<file path="config.mk">
export PLATFORM = sky130hd
export DESIGN_NAME = imem_loader
export DESIGN_NICKNAME = d
export VERILOG_FILES = /design/src/rtl/imem_loader.sv
export SDC_FILE = /design/constraint.sdc
export NUM_CORES = 1
export LEC_CHECK = 0
export BUFFER_PORTS_ARGS = -buffer_cell sky130_fd_sc_hd__clkbuf_2
export CORE_MARGIN = 3
export CORE_UTILIZATION = 55
export CTS_CLUSTER_SIZE = 16
export DETAILED_ROUTE_END_ITERATION = 10
export MAX_ROUTING_LAYER = met4
export PLACE_DENSITY = 0.79
export SETUP_SLACK_MARGIN = 0.2
export SYNTH_ARGS = -nofsm -noshare
export SYNTH_HDL_FRONTEND = slang
export SYNTH_SLANG_ARGS = --single-unit
export TNS_END_PERCENT = 50
</file>
<file path="constraint.sdc">
create_clock -name clk -period 4 [get_ports clk]
set_input_delay 0.4 -clock clk [delete_from_list [all_inputs] [get_ports clk]]
set_output_delay 0.4 -clock clk [all_outputs]
set_load 0.02 [all_outputs]
</file>
<file path="src/rtl/imem_loader.sv">
// Instruction-memory loader: parses a framed byte stream (length, LE words, XOR checksum),
// writes one word per instruction and holds the CPU in reset until a verified image is present.
module imem_loader #(
    parameter int unsigned ADDR_W    = 8,
    parameter logic [31:0] BASE_ADDR = 32'h0000_0000
) (
    input  logic        clk,
    input  logic        reset,
    input  logic        reload,
    input  logic        byte_valid,
    input  logic [7:0]  byte_data,
    output logic        byte_ready,
    output logic        imem_we,
    output logic [31:0] imem_addr,
    output logic [31:0] imem_wdata,
    output logic        cpu_hold,
    output logic        done,
    output logic        error
);

    localparam int unsigned IDX_W    = ADDR_W + 1;
    localparam int unsigned CAPACITY = 1 << ADDR_W;

    typedef enum logic [2:0] {
        S_LEN_LO,
        S_LEN_HI,
        S_DATA,
        S_WRITE,
        S_CSUM,
        S_DONE,
        S_ERROR
    } state_t;

    state_t             state;
    logic [7:0]         len_lo;
    logic [15:0]        count;
    logic [IDX_W-1:0]   index;
    logic [7:0]         xsum;
    logic [23:0]        word;
    logic [1:0]         byte_cnt;
    logic               accept;
    logic [15:0]        len;

    // The only combinational output: ready depends on state and the reload/reset inputs.
    assign byte_ready = !reset && !reload &&
                        (state == S_LEN_LO || state == S_LEN_HI ||
                         state == S_DATA   || state == S_CSUM);
    assign accept     = byte_valid && byte_ready;
    assign len        = {byte_data, len_lo};

    always_ff @(posedge clk or posedge reset) begin
        if (reset) begin
            state      <= S_LEN_LO;
            len_lo     <= 8'h00;
            count      <= 16'h0000;
            index      <= '0;
            xsum       <= 8'h00;
            word       <= 24'h000000;
            byte_cnt   <= 2'd0;
            imem_we    <= 1'b0;
            imem_addr  <= BASE_ADDR;
            imem_wdata <= 32'h0000_0000;
            cpu_hold   <= 1'b1;
            done       <= 1'b0;
            error      <= 1'b0;
        end else begin
            imem_we <= 1'b0;
            if (reload) begin
                state    <= S_LEN_LO;
                index    <= '0;
                xsum     <= 8'h00;
                byte_cnt <= 2'd0;
                cpu_hold <= 1'b1;
                done     <= 1'b0;
                error    <= 1'b0;
            end else begin
                case (state)
                    S_LEN_LO: if (accept) begin
                        len_lo <= byte_data;
                        xsum   <= xsum ^ byte_data;
                        state  <= S_LEN_HI;
                    end
                    S_LEN_HI: if (accept) begin
                        count    <= len;
                        xsum     <= xsum ^ byte_data;
                        byte_cnt <= 2'd0;
                        if (32'(len) > CAPACITY) begin
                            error <= 1'b1;
                            state <= S_ERROR;
                        end else if (len == 16'h0000) begin
                            state <= S_CSUM;
                        end else begin
                            state <= S_DATA;
                        end
                    end
                    // Write strobe is registered on the 4th byte so it is high during S_WRITE.
                    S_DATA: if (accept) begin
                        xsum     <= xsum ^ byte_data;
                        byte_cnt <= byte_cnt + 2'd1;
                        word     <= {byte_data, word[23:8]};
                        if (byte_cnt == 2'd3) begin
                            imem_we    <= 1'b1;
                            imem_addr  <= BASE_ADDR + (32'(index) << 2);
                            imem_wdata <= {byte_data, word};
                            state      <= S_WRITE;
                        end
                    end
                    S_WRITE: begin
                        index <= index + IDX_W'(1);
                        if (16'(index) + 16'd1 == count) state <= S_CSUM;
                        else                             state <= S_DATA;
                    end
                    S_CSUM: if (accept) begin
                        if (byte_data == xsum) begin
                            done     <= 1'b1;
                            cpu_hold <= 1'b0;
                            state    <= S_DONE;
                        end else begin
                            error <= 1'b1;
                            state <= S_ERROR;
                        end
                    end
                    S_DONE:  state <= S_DONE;
                    S_ERROR: state <= S_ERROR;
                    default: state <= S_LEN_LO;
                endcase
            end
        end
    end

endmodule
</file>
==> summary.log, run 1 <==
qor: run_status.status finished, violations left
qor: run_status.failed_checks hold timing
qor: synth.post_synth_most_frequent_cells dfrtp_1 (114), nand2_1 (111), mux2_2 (65)
qor: drt.drt_iter0_markers 236
qor: synth.syn_inst 492
qor: clock_tree.postCtsResizedCells 0
qor: die.coreArea 9330 um2
qor: global_route.grt.overflow.total 0
qor: synth.synth.mux.area_fraction 13.8%
qor: sta.clock-skew-final 0.00763 ns
qor: critical_path.critical-path-top-delay-family simple AND/OR/NAND/NOR gates
qor: synth.dominant_combinational_cell_family_by_area_after_synthesis simple AND/OR/NAND/NOR gates
qor: critical_path.timing.critical_path.fanout_max 42
qor: final_layout.instances_no_fill 684
qor: power_and_ir_drop.leakagePower 3.07 nW
qor: synth.most_used_standard_cell_by_instance_count_after_synthesis dfrtp_1
qor: global_route.grt_usage 22.8%
qor: clock_tree.root_buffer clkbuf_8
qor: drt.antenna_left 0
qor: critical_path.cp_slowest_stage_delay 0.62 ns
qor: run.max_cap_viol_count 0
qor: sta.fin_tns_setup 0 ns
qor: critical_path.start_kind flop
qor: critical_path.crit_arrival 3.32 ns
qor: die.die_h 104 um
qor: critical_path.reg2reg_to imem_addr[7]$_DFFE_PP0P_
qor: synth.synth_simple_gate_area_share 14.5%
qor: synth.yosysTopAreaCellShare 53.6%
qor: final_layout.area_growth 15.7%
qor: sta.timing.final.crit_period 2.93 ns
qor: synth.average_instance_area_after_synthesis 10.8 um2
qor: clock_tree.clk_pin_slew 0.05 ns
qor: clock_tree.cts-hold-fix-buffers 0
qor: sta.slew_at_the_pin_closest_to_its_max_slew_limit 1.01 ns
qor: synth.synth.ff_latch_count 115
qor: critical_path.timing.critical_path.to_type flop
qor: global_route.antenna_found_initial 0
qor: critical_path.timing.reg2reg.setup_slack 1.07 ns
qor: critical_path.critical_path_depth 6
qor: global_route.grt_start_max_net_pins 52
qor: placement.hpwlAfterDp 7.38 mm
qor: critical_path.worst_path_max_delay_cell nand2_2
qor: sta.setup_viol_count_final 0
qor: drt.avgViaCountPerCell 5.59
qor: synth.synthXorXnorAreaFrac 4.45%
qor: placement.numPlacedInstances 652
qor: critical_path.reg2reg_depth 6
qor: clock_tree.cts_num_sinks 115
qor: clock_tree.post_cts.repair.setup_buffers 0
qor: drt.avgRoutedWirePerCell 16.7 um
qor: power_and_ir_drop.worst_vdd_rail_ir_drop 296 uV
qor: critical_path.worstPathCellList nor2_1 > nand3_1 > nor2_2 > buf_4 > nand2_2 > mux2_2
qor: synth.async_flop_share 100%
qor: synth.synth_top_cells_by_area dfrtp_1 (54%), mux2_2 (14%), nand2_1 (7.8%), buf_4 (3.4%), xnor2_1 (2.8%)
qor: drt.routed_wirelength 11.4 mm
qor: global_route.via_count_of_the_first_global_routing_pass 3895
qor: clock_tree.htreeDepth 4
qor: critical_path.worst_ep_required 4.39 ns
qor: global_route.wire_length_of_the_first_global_routing_pass 19.3 mm
qor: hold_path.timing.hold.worst.class in -> async
qor: synth.synth_cell_types 52
qor: clock_tree.cts_tree yes
qor: critical_path.criticalPathCategory reg -> reg
qor: die.io_pins 81
qor: placement.placement.io_buffers 57
qor: power_and_ir_drop.p_total 0.00330 W
qor: critical_path.regToRegStartpoint state[2]$_DFFE_PP0P_
qor: final_layout.num_antenna_cells 0
qor: sta.maxSlewViolCount 0
qor: synth.post_synth_fa_ha_maj_area_fraction 0.471%
qor: synth.yosys_warnings 0
qor: critical_path.sum_of_buffers_and_inverters_on_the_critical_path 1
qor: synth.synth_sequential_area_ratio 54.1%
qor: clock_tree.cts_max_path_buffers 2
qor: final_layout.layout-drive-gt1-share 29.5%
qor: synth.mappedNetlistArea 5320 um2
qor: die.die_boundary_width 104 um
qor: drt.post-route-drc-count 0
qor: sta.post-route-period-util 73.2%
qor: clock_tree.clock_latency_reported_for_the_late_side_of_the_worst_skew_pair 0.51 ns
qor: die.dieArea 10900 um2
qor: final_layout.nets 556
qor: synth.synth-edff-count 0
qor: clock_tree.cts_inserted_buffers 17
qor: synth.share_of_the_synthesized_area_in_compound_gates_ao_oa_aoi_oai 6.40%
qor: power_and_ir_drop.power-per-cell-area 536 nW/um2
qor: die.num_rows 35
qor: sta.maxSlewHeadroom 32.3%
qor: synth.synth_ff_type dfrtp_1
qor: sta.setup_repair_after_global_routing_missed_its_margin false
qor: sta.achievable-frequency 341 MHz
qor: placement.gp_congestion 0.949
qor: sta.final.hold.worst_slack -0.0101 ns
qor: drt.routed-via-count 3821
qor: final_layout.fillerInstances 689
qor: synth.synth_area_leader_cell dfrtp_1
qor: drt.dr.pass1.iters 6
qor: die.start_util 57.0%
qor: sta.hold_viol 7
==> cell type report <==
| cell class | instances | area [um2] | share of cell area (%) |
|---|---|---|---|
| Timing Repair Buffer | 61 | 315 | 5.13 |
| Clock inverter | 10 | 133 | 2.16 |
| Tap cell | 129 | 161 | 2.62 |
| Clock buffer | 22 | 443 | 7.20 |
| Inverter | 6 | 25.0 | 0.407 |
| Sequential cell | 115 | 2880 | 46.8 |
| Multi-Input combinational cell | 341 | 2190 | 35.7 |
==> cells in the final DEF, fill, tap and decap left out, drive strengths merged, types with 3 or more instances in the layout <==
cell and n:
clkbuf 79, nand2 111, conb 23, clkinvlp 3
nand4 3, xnor2 17, bufinv 3, buf 4
inv 6, mux2 65, clkinv 4, nor3 3
nor4 5, xor2 10, and2 3, dfrtp 114
o21ai 23, a21o 3, nor2b 3, nor2 19
a21oi 10, a221oi 3, nand3 7
==> how the worst max path moves through the flow <==
stage                         start                        end  slack (ns)
2_1_floorplan                 reset       state[2]$_DFFE_PP0P_        0.53
3_3_place_gp                  reset  imem_addr[10]$_DFFE_PP0P_        1.18
3_5_place_dp                  reset   imem_addr[7]$_DFFE_PP0P_        1.04
4_1_cts        state[2]$_DFFE_PP0P_   imem_addr[7]$_DFFE_PP0P_        1.16
5_1_grt        state[2]$_DFFE_PP0P_   imem_addr[2]$_DFFE_PP0P_        0.89
6_report       state[2]$_DFFE_PP0P_   imem_addr[7]$_DFFE_PP0P_        1.07
==> metrics by stage <==
| stage | util (%) | instance area [um2] | worst slack (ns) | hold WS [ns] |
|---|---|---|---|---|
| floorplan | - | 5400 | 0.528 | 0.442 |
| global placement | 59.8 | 5580 | 1.18 | 0.460 |
| detailed placement | 59.8 | 5580 | 1.04 | 0.461 |
| CTS | 65.9 | 6150 | 1.16 | 0.00594 |
| global route | 65.9 | 6150 | 0.889 | 0.0653 |
| finish | 65.9 | 6150 | 1.07 | -0.0101 |
==> registers in the layout (all words and copies together), names as in the netlist, 2 cells and up <==
signal	cells
imem_wdata	32
index	9
len_lo	8
word	24
byte_cnt	2
count	16
imem_addr	9
state	3
xsum	8
==> worst register-to-register path: stages (launching register included) <==
cell and delay, ns:
dfrtp_1 0.46, nor2_1 0.28, nand3_1 0.36, nor2_2 0.24
buf_4 0.30, nand2_2 0.63, mux2_2 0.55
==> power by group <==
group	total, W	switching (W)	internal (W)
Sequential	0.00146	0.000138	0.00132
Combinational	0.000374	0.000193	0.000181
Clock	0.00147	0.000509	0.000959
==> metal layers <==
layer  track usage [%]  part of all wire (%)  vias up
li1                  -                     -     1717
met4              9.50                   2.8        0
met2              34.5                    47      186
met1              29.5                    43     1872
met3              5.52                   7.0       46
met5                 -                     0        -
==> kinds of logic after synthesis <==
kind of cell             Yosys count
XOR/XNOR                          27
AO/OA/AOI/OAI                     54
other                              1
AND/OR/NAND/NOR                  170
adder cells (fa/ha/maj)            2
buffers and inverters             58
multiplexers                      65
flip-flops                       115
Power figures use the tool's default switching activity.
==> inputs of run 2 (changes only) <==
- CORE_UTILIZATION: 55 -> 51
- PLACE_DENSITY: 0.79 -> 0.77
- clock period: 4 -> 2.5 ns (I/O delays scaled with it)
==> run 2 against run 1 <==
Combinational power is 61% higher; largest cell class unchanged; highest routed layer unchanged; cell area rose by 0.79%; the flow now finishes without violations; power is 56% higher; non-clock buffer count up 6; critical path depth stayed put; sequential power increased by 60%.
==> summary.log, run 2 (synthesized netlist as in run 1, its figures left out) <==
qor: hold_path.holdCritStartpoint byte_data[5]
qor: drt.routed_wirelength 10.6 mm [-6.6%]
qor: final_layout.nets 562 [+1.1%]
qor: clock_tree.cts_inserted_buffers 17 [unchanged]
qor: final_layout.largest_reg_flops 32 [unchanged]
qor: clock_tree.cts_num_sinks 115 [unchanged]
qor: die.dieArea 11700 um2 [+7.4%]
qor: critical_path.reg2reg_depth 6 [unchanged]
qor: clock_tree.clock_latency_reported_for_the_late_side_of_the_worst_skew_pair 0.52 ns [about the same]
qor: global_route.antenna_found_initial 0 [unchanged]
qor: global_route.wire_length_of_the_first_global_routing_pass 17.9 mm [-7.4%]
qor: final_layout.fillerInstances 809 [+17%]
qor: run.max_cap_viol_count 0 [unchanged]
qor: die.coreArea 9950 um2 [+6.7%]
qor: clock_tree.clk_pin_slew 0.05 ns [about the same]
qor: critical_path.sum_of_buffers_and_inverters_on_the_critical_path 0 [-1]
qor: sta.hold_viol 0 [-7]
qor: critical_path.critical-path-top-delay-family compound AO/OA/AOI/OAI gates
qor: sta.post-route-period-util 85.4% [+12 points]
qor: critical_path.timing.critical_path.fanout_max 8 [-81%]
qor: die.die_h 108 um [+3.6%]
qor: power_and_ir_drop.leakagePower 3.09 nW [+0.59%]
qor: sta.final_critical_path_setup_slack 0.365 ns [-0.707 ns]
qor: drt.post-route-drc-count 0 [unchanged]
qor: die.io_pins 81 [unchanged]
qor: sta.fin_tns_setup 0 ns [unchanged]
qor: critical_path.timing.critical_path.to_type flop
qor: final_layout.post-route-cell-area 6200 um2 [+0.79%]
qor: clock_tree.root_buffer clkbuf_8
qor: critical_path.start_kind flop
qor: drt.dr.pass1.iters 5 [-1]
qor: critical_path.timing.reg2reg.setup_slack 0.36 ns [-0.71 ns]
qor: placement.placed_area 5630 um2 [+1.0%]
qor: sta.setup_repair_after_global_routing_missed_its_margin false
qor: sta.maxSlewViolCount 0 [unchanged]
qor: final_layout.num_antenna_cells 0 [unchanged]
qor: critical_path.crit_arrival 2.53 ns [-0.79 ns]
qor: die.num_rows 36 [+2.9%]
qor: hold_path.timing.hold.worst.class in -> reg
qor: critical_path.worstPathCellList ha_2 > nand4_1 > xnor2_1 > nand4b_1 > a221o_1 > a31o_1
qor: final_layout.multi_input_area 2200 um2 [+0.11%]
qor: critical_path.reg2reg_to state[1]$_DFFE_PP0P_
qor: drt.antenna_left 0 [unchanged]
qor: critical_path.worst_path_max_delay_cell dfrtp_1
qor: global_route.via_count_of_the_first_global_routing_pass 3619 [-7.1%]
qor: critical_path.criticalPathCategory reg -> reg
qor: drt.avgViaCountPerCell 5.35 [-4.2%]
qor: drt.drt_iter0_markers 272 [+15%]
qor: run_status.status completed
qor: sta.setup_viol_count_final 0 [unchanged]
qor: hold_path.holdPathEnd word[21]$_DFFE_PP0P_
qor: sta.slew_at_the_pin_closest_to_its_max_slew_limit 0.572 ns [-0.440 ns]
qor: critical_path.regToRegStartpoint index[0]$_DFFE_PP0P_
qor: placement.gp_congestion 0.908 [-4.3%]
qor: final_layout.layout-drive-gt1-share 30.3% [+0.75 points]
qor: critical_path.worst_ep_required 2.89 ns [-1.50 ns]
qor: sta.timing.final.crit_period 2.14 ns [-0.793 ns]
qor: critical_path.cp_slowest_stage_delay 0.49 ns [-0.13 ns]
qor: global_route.grt_usage 20.3% [-2.5 points]
qor: sta.maxSlewHeadroom 61.5% [+29 points]
qor: final_layout.largest-register imem_wdata
qor: hold_path.hold_crit_depth 3
qor: clock_tree.cts_tree yes
qor: final_layout.seq_area 2880 um2 [unchanged]
qor: placement.placement.io_buffers 57 [unchanged]
qor: clock_tree.htreeDepth 4 [unchanged]
qor: final_layout.area_growth 16.6%
qor: die.die_boundary_width 108 um [+3.6%]
qor: global_route.grt_start_max_net_pins 116 [+120%]
qor: power_and_ir_drop.power-per-cell-area 831 nW/um2 [+55%]
qor: die.start_util 53.4% [-3.6 points]
qor: sta.clock-skew-final 0.0146 ns [+0.00699 ns]
qor: drt.avgRoutedWirePerCell 15.3 um [-7.9%]
qor: final_layout.most_used_cells_in_the_layout_excluding_fill_and_tap_cells dfrtp_1 (114), nand2_1 (110), mux2_2 (65)
qor: clock_tree.post_cts.repair.setup_buffers 0 [unchanged]
qor: drt.routed-via-count 3714 [-2.8%]
qor: power_and_ir_drop.worst_vdd_rail_ir_drop 499 uV [+69%]
qor: placement.hpwlAfterDp 7.21 mm [-2.4%]
qor: final_layout.mostFrequentLayoutCell dfrtp_1
qor: placement.place_worst_setup_slack 0.333 ns [-0.705 ns]
qor: clock_tree.cts_max_path_buffers 2 [unchanged]
qor: sta.achievable-frequency 468 MHz [+37%]
qor: global_route.grt.overflow.total 0 [unchanged]
qor: final_layout.biggestRegsByFlops imem_wdata (32), word (24), count (16)
==> run 2: final cells by class <==
cell class / count / share of cell area, %
multi-input cells: 341 / 35.4
repair buffers: 67 / 6.05
clock buffers: 22 / 7.14
well taps: 133 / 2.68
clock inverters: 10 / 1.82
inverters: 6 / 0.424
flip-flops and latches: 115 / 46.4
==> run 2: routing by layer <==
| layer | track usage, % | up-vias | routed length (um) |
|---|---|---|---|
| met5 | - | - | 0 |
| met4 | 6.58 | 0 | 82 |
| li1 | - | 1735 | - |
| met2 | 30.8 | 156 | 5020 |
| met1 | 26.9 | 1812 | 4810 |
| met3 | 5.25 | 11 | 725 |
==> run 2: through the flow <==
step,cells,utilization (%),power (W),hold slack (ns)
after global routing,694,62.3,0.00539,0.0737
after CTS,694,62.3,0.00519,0.0566
after floorplan,514,-,0.00281,0.442
after global placement,661,56.6,0.00291,0.456
after detailed placement,661,56.6,0.00295,0.459
final,694,62.3,0.00515,0.0712
==> run 2: where the power goes <==
part / internal, W / switching [W]
sequential: 0.00211 / 0.000214
clock: 0.00144 / 0.000790
combinational: 0.000296 / 0.000307
==> run 2: worst min-delay path, delay by kind of cell <==
family	cells	cell delay, ns
buffers and inverters	1	0.16
and+or+nand+nor	2	0.13
==> run 2: repair_timing <==
| item | in CTS | in global routing |
|---|---|---|
| hold endpoints to repair | 114 | 0 |
| setup endpoints to repair | 0 | 2 |
| hold buffers | 1 | 0 |
| gates resized for setup | 0 | 1 |
==> run 2: worst max-delay path by stage <==
| stage | from | end | slack (ns) | cells past startpoint |
|---|---|---|---|---|
| final | index[0]$_DFFE_PP0P_ | state[1]$_DFFE_PP0P_ | 0.36 | 6 |
| after global routing | index[0]$_DFFE_PP0P_ | state[1]$_DFFE_PP0P_ | 0.20 | 6 |
| after CTS | index[0]$_DFFE_PP0P_ | state[1]$_DFFE_PP0P_ | 0.32 | 6 |
| after detailed placement | index[0]$_DFFE_PP0P_ | state[1]$_DFFE_PP0P_ | 0.33 | 7 |
| after global placement | index[0]$_DFFE_PP0P_ | state[1]$_DFFE_PP0P_ | 0.46 | 7 |
| after floorplan | reset | state[0]$_DFFE_PP0P_ | 0.13 | 4 |
==> inputs of run 3 (changes only) <==
- CORE_UTILIZATION: 51 -> 40
- PLACE_DENSITY: 0.77 -> 0.63
==> run 3 against run 2 <==
Global-route usage down 3.7 points; fmax down 0.76%; count of clock-buffer cells in the layout down 3; worst hold slack worse by 0.028 ns; sequential cell count unchanged; cell count up 5.6%; sequential share of layout area down 1.1 points; worst setup slack worse by 0.016 ns; via count down 2.3%; clock power up 17%; largest cell class unchanged.
==> summary.log, run 3 (synthesized netlist as in run 1, its figures left out) <==
qor: run_status.status completed
qor: drt.drt_iter0_markers 266 [-2.2%]
qor: clock_tree.cts-hold-fix-buffers 0 [-1]
qor: drt.antenna_left 0 [unchanged]
qor: drt.post-route-drc-count 0 [unchanged]
qor: global_route.grt_util_met1 22.5% [-4.4 points]
qor: clock_tree.clk_pin_slew 0.06 ns [about the same]
qor: critical_path.timing.critical_path.fanout_max 8 [unchanged]
qor: power_and_ir_drop.power-per-cell-area 872 nW/um2 [+4.9%]
qor: global_route.via_count_of_the_first_global_routing_pass 3658 [+1.1%]
qor: sta.clock-skew-final 0.00915 ns [-0.00548 ns]
qor: critical_path.worst_ep_required 2.80 ns [-0.09 ns]
qor: critical_path.sum_of_buffers_and_inverters_on_the_critical_path 0 [unchanged]
qor: critical_path.criticalPathCategory reg -> reg
qor: sta.slew_at_the_pin_closest_to_its_max_slew_limit 0.616 ns [+0.0435 ns]
qor: drt.routed_wirelength 11.0 mm [+3.1%]
qor: final_layout.nets 562 [unchanged]
qor: drt.dr.pass1.iters 4 [-1]
qor: final_layout.most_used_cells_in_the_layout_excluding_fill_and_tap_cells dfrtp_1 (114), nand2_1 (110), mux2_2 (65)
qor: power_and_ir_drop.worst_vdd_rail_ir_drop 474 uV [-5.0%]
qor: clock_tree.cts_inserted_buffers 17 [unchanged]
qor: placement.placement.io_buffers 57 [unchanged]
qor: final_layout.largest-register imem_wdata
qor: clock_tree.cts_max_path_buffers 2 [unchanged]
qor: global_route.global_route.usage.met2 24.1% [-6.7 points]
qor: die.start_util 41.5% [-12 points]
qor: final_layout.largest_reg_flops 32 [unchanged]
qor: sta.timing.final.crit_period 2.15 ns [+0.0164 ns]
qor: power_and_ir_drop.leakagePower 3.13 nW [+1.4%]
qor: placement.hpwlAfterDp 7.35 mm [+2.1%]
qor: clock_tree.root_buffer clkbuf_16
qor: die.die_h 121 um [+12%]
qor: sta.hold_viol 0 [unchanged]
qor: final_layout.num_antenna_cells 0 [unchanged]
qor: sta.fin_tns_setup 0 ns [unchanged]
qor: placement.numPlacedInstances 701 [+6.1%]
qor: sta.maxSlewViolCount 0 [unchanged]
qor: final_layout.share_of_the_core_filled_with_cells_in_the_final_layout 49.5% [-13 points]
qor: global_route.grt_start_max_net_pins 116 [unchanged]
qor: sta.setup_viol_count_final 0 [unchanged]
qor: global_route.grt_usage 16.6% [-3.7 points]
qor: sta.setup_repair_after_global_routing_missed_its_margin false
qor: global_route.globalRoute.busiestLayer met2
qor: critical_path.cp_slowest_stage_delay 0.49 ns [about the same]
qor: clock_tree.cts_tree yes
qor: clock_tree.clock_latency_reported_for_the_late_side_of_the_worst_skew_pair 0.42 ns [-0.10 ns]
qor: global_route.grt.overflow.total 0 [unchanged]
qor: placement.gp_congestion 0.920 [+1.4%]
qor: final_layout.layout-drive-gt1-share 30.8% [+0.53 points]
qor: final_layout.instances_no_fill 733 [+5.6%]
qor: critical_path.worst_path_max_delay_cell dfrtp_1
qor: sta.maxSlewHeadroom 58.6% [-2.9 points]
qor: final_layout.biggestRegsByFlops imem_wdata (32), word (24), count (16)
qor: global_route.antenna_found_initial 0 [unchanged]
qor: critical_path.timing.critical_path.to_type flop
qor: drt.avgRoutedWirePerCell 15.0 um [-2.4%]
qor: sta.achievable-frequency 465 MHz [-0.76%]
qor: clock_tree.htreeDepth 4 [unchanged]
qor: sta.post-route-period-util 86.1% [+0.66 points]
qor: drt.avgViaCountPerCell 4.95 [-7.5%]
qor: critical_path.crit_arrival 2.45 ns [-0.08 ns]
qor: critical_path.critical-path-top-delay-family compound AO/OA/AOI/OAI gates
qor: global_route.grtUsageMet3 3.78% [-1.5 points]
qor: hold_path.timing.hold.worst.class in -> async
qor: critical_path.start_kind flop
qor: clock_tree.cts_num_sinks 115 [unchanged]
qor: critical_path.worstPathCellList ha_2 > nand4_1 > xnor2_1 > nand4b_1 > a221o_1 > a31o_1
qor: die.die_boundary_width 121 um [+12%]
qor: die.coreArea 12800 um2 [+29%]
qor: global_route.wire_length_of_the_first_global_routing_pass 18.6 mm [+4.0%]
qor: sta.final.hold.worst_slack 0.0432 ns [-0.0280 ns]
qor: drt.routed-via-count 3628 [-2.3%]
qor: die.io_pins 81 [unchanged]
qor: die.dieArea 14700 um2 [+26%]
qor: run.max_cap_viol_count 0 [unchanged]
qor: die.num_rows 41 [+14%]
qor: final_layout.mostFrequentLayoutCell dfrtp_1
qor: final_layout.area_growth 19.3%
-- run 3: changes by cell type in the layout (fill, tap and decap cells not counted), sizes merged --
cell / change
bufinv: +3
clkinvlp: +1
buf: +1
dlygate4sd3: -1
clkinv: -1
clkbuf: -3
-- run 3: cell type report --
type / count / area (um2)
Sequential cell: 115 / 2880
Timing Repair Buffer: 67 / 385
Clock buffer: 19 / 433
Tap cell: 172 / 215
Multi-Input combinational cell: 341 / 2200
Fill cell: 1129 / 6480
Clock inverter: 13 / 209
Inverter: 6 / 26.3
-- run 3: worst paths after layout --
| kind | end | cells after the start | startpoint | slack (ns) |
|---|---|---|---|---|
| max in group asynchronous | imem_wdata[20]$_DFFE_PP0P_ | 3 | reset | 2.00 |
| worst min-delay path | imem_wdata[19]$_DFFE_PP0P_ | 3 | reset | 0.04 |
| min in group clk | state[0]$_DFFE_PP0P_ | 4 | byte_valid | 0.18 |
| worst max register to register | state[1]$_DFFE_PP0P_ | 6 | index[0]$_DFFE_PP0P_ | 0.35 |
| worst max-delay path | state[1]$_DFFE_PP0P_ | 6 | index[0]$_DFFE_PP0P_ | 0.35 |
| worst min register to register | word[5]$_DFFE_PP0P_ | 2 | word[5]$_DFFE_PP0P_ | 0.47 |
-- run 3: repair_timing --
action / in CTS / in global routing
endpoints found under the setup margin: 0 / 2
resized for setup: 0 / 1
hold endpoints to repair: 0 / 0
buffers inserted: 0 / 0
-- run 3: per-stage QoR --
| stage | setup slack (ns) | cell area, um2 | power, W |
|---|---|---|---|
| 6_report | 0.348 | 6340 | 0.00553 |
| 5_1_grt | 0.218 | 6340 | 0.00579 |
| 4_1_cts | 0.269 | 6340 | 0.00558 |
| 3_5_place_dp | 0.294 | 5700 | 0.00295 |
| 3_3_place_gp | 0.446 | 5700 | 0.00292 |
| 2_1_floorplan | 0.126 | 5400 | 0.00281 |
-- run 3: per-layer routing --
layer / wire length, um / share of wire (%)
met1: 5200 / 47
met2: 5120 / 47
met3: 460 / 4.2
met4: 187 / 1.7
met5: 0 / 0
-- run 3: report_power, final --
| part | internal, W | switching (W) |
|---|---|---|
| Sequential | 0.00211 | 0.000208 |
| Combinational | 0.000298 | 0.000305 |
| Clock | 0.00177 | 0.000844 |
| Total | 0.00417 | 0.00136 |
-- run 3: worst reg2reg max path, cell delays in order, from the launching register on --
cell and delay (ns):
dfrtp_1 0.49, ha_2 0.32, nand4_1 0.25, xnor2_1 0.24
nand4b_1 0.12, a221o_1 0.40, a31o_1 0.23
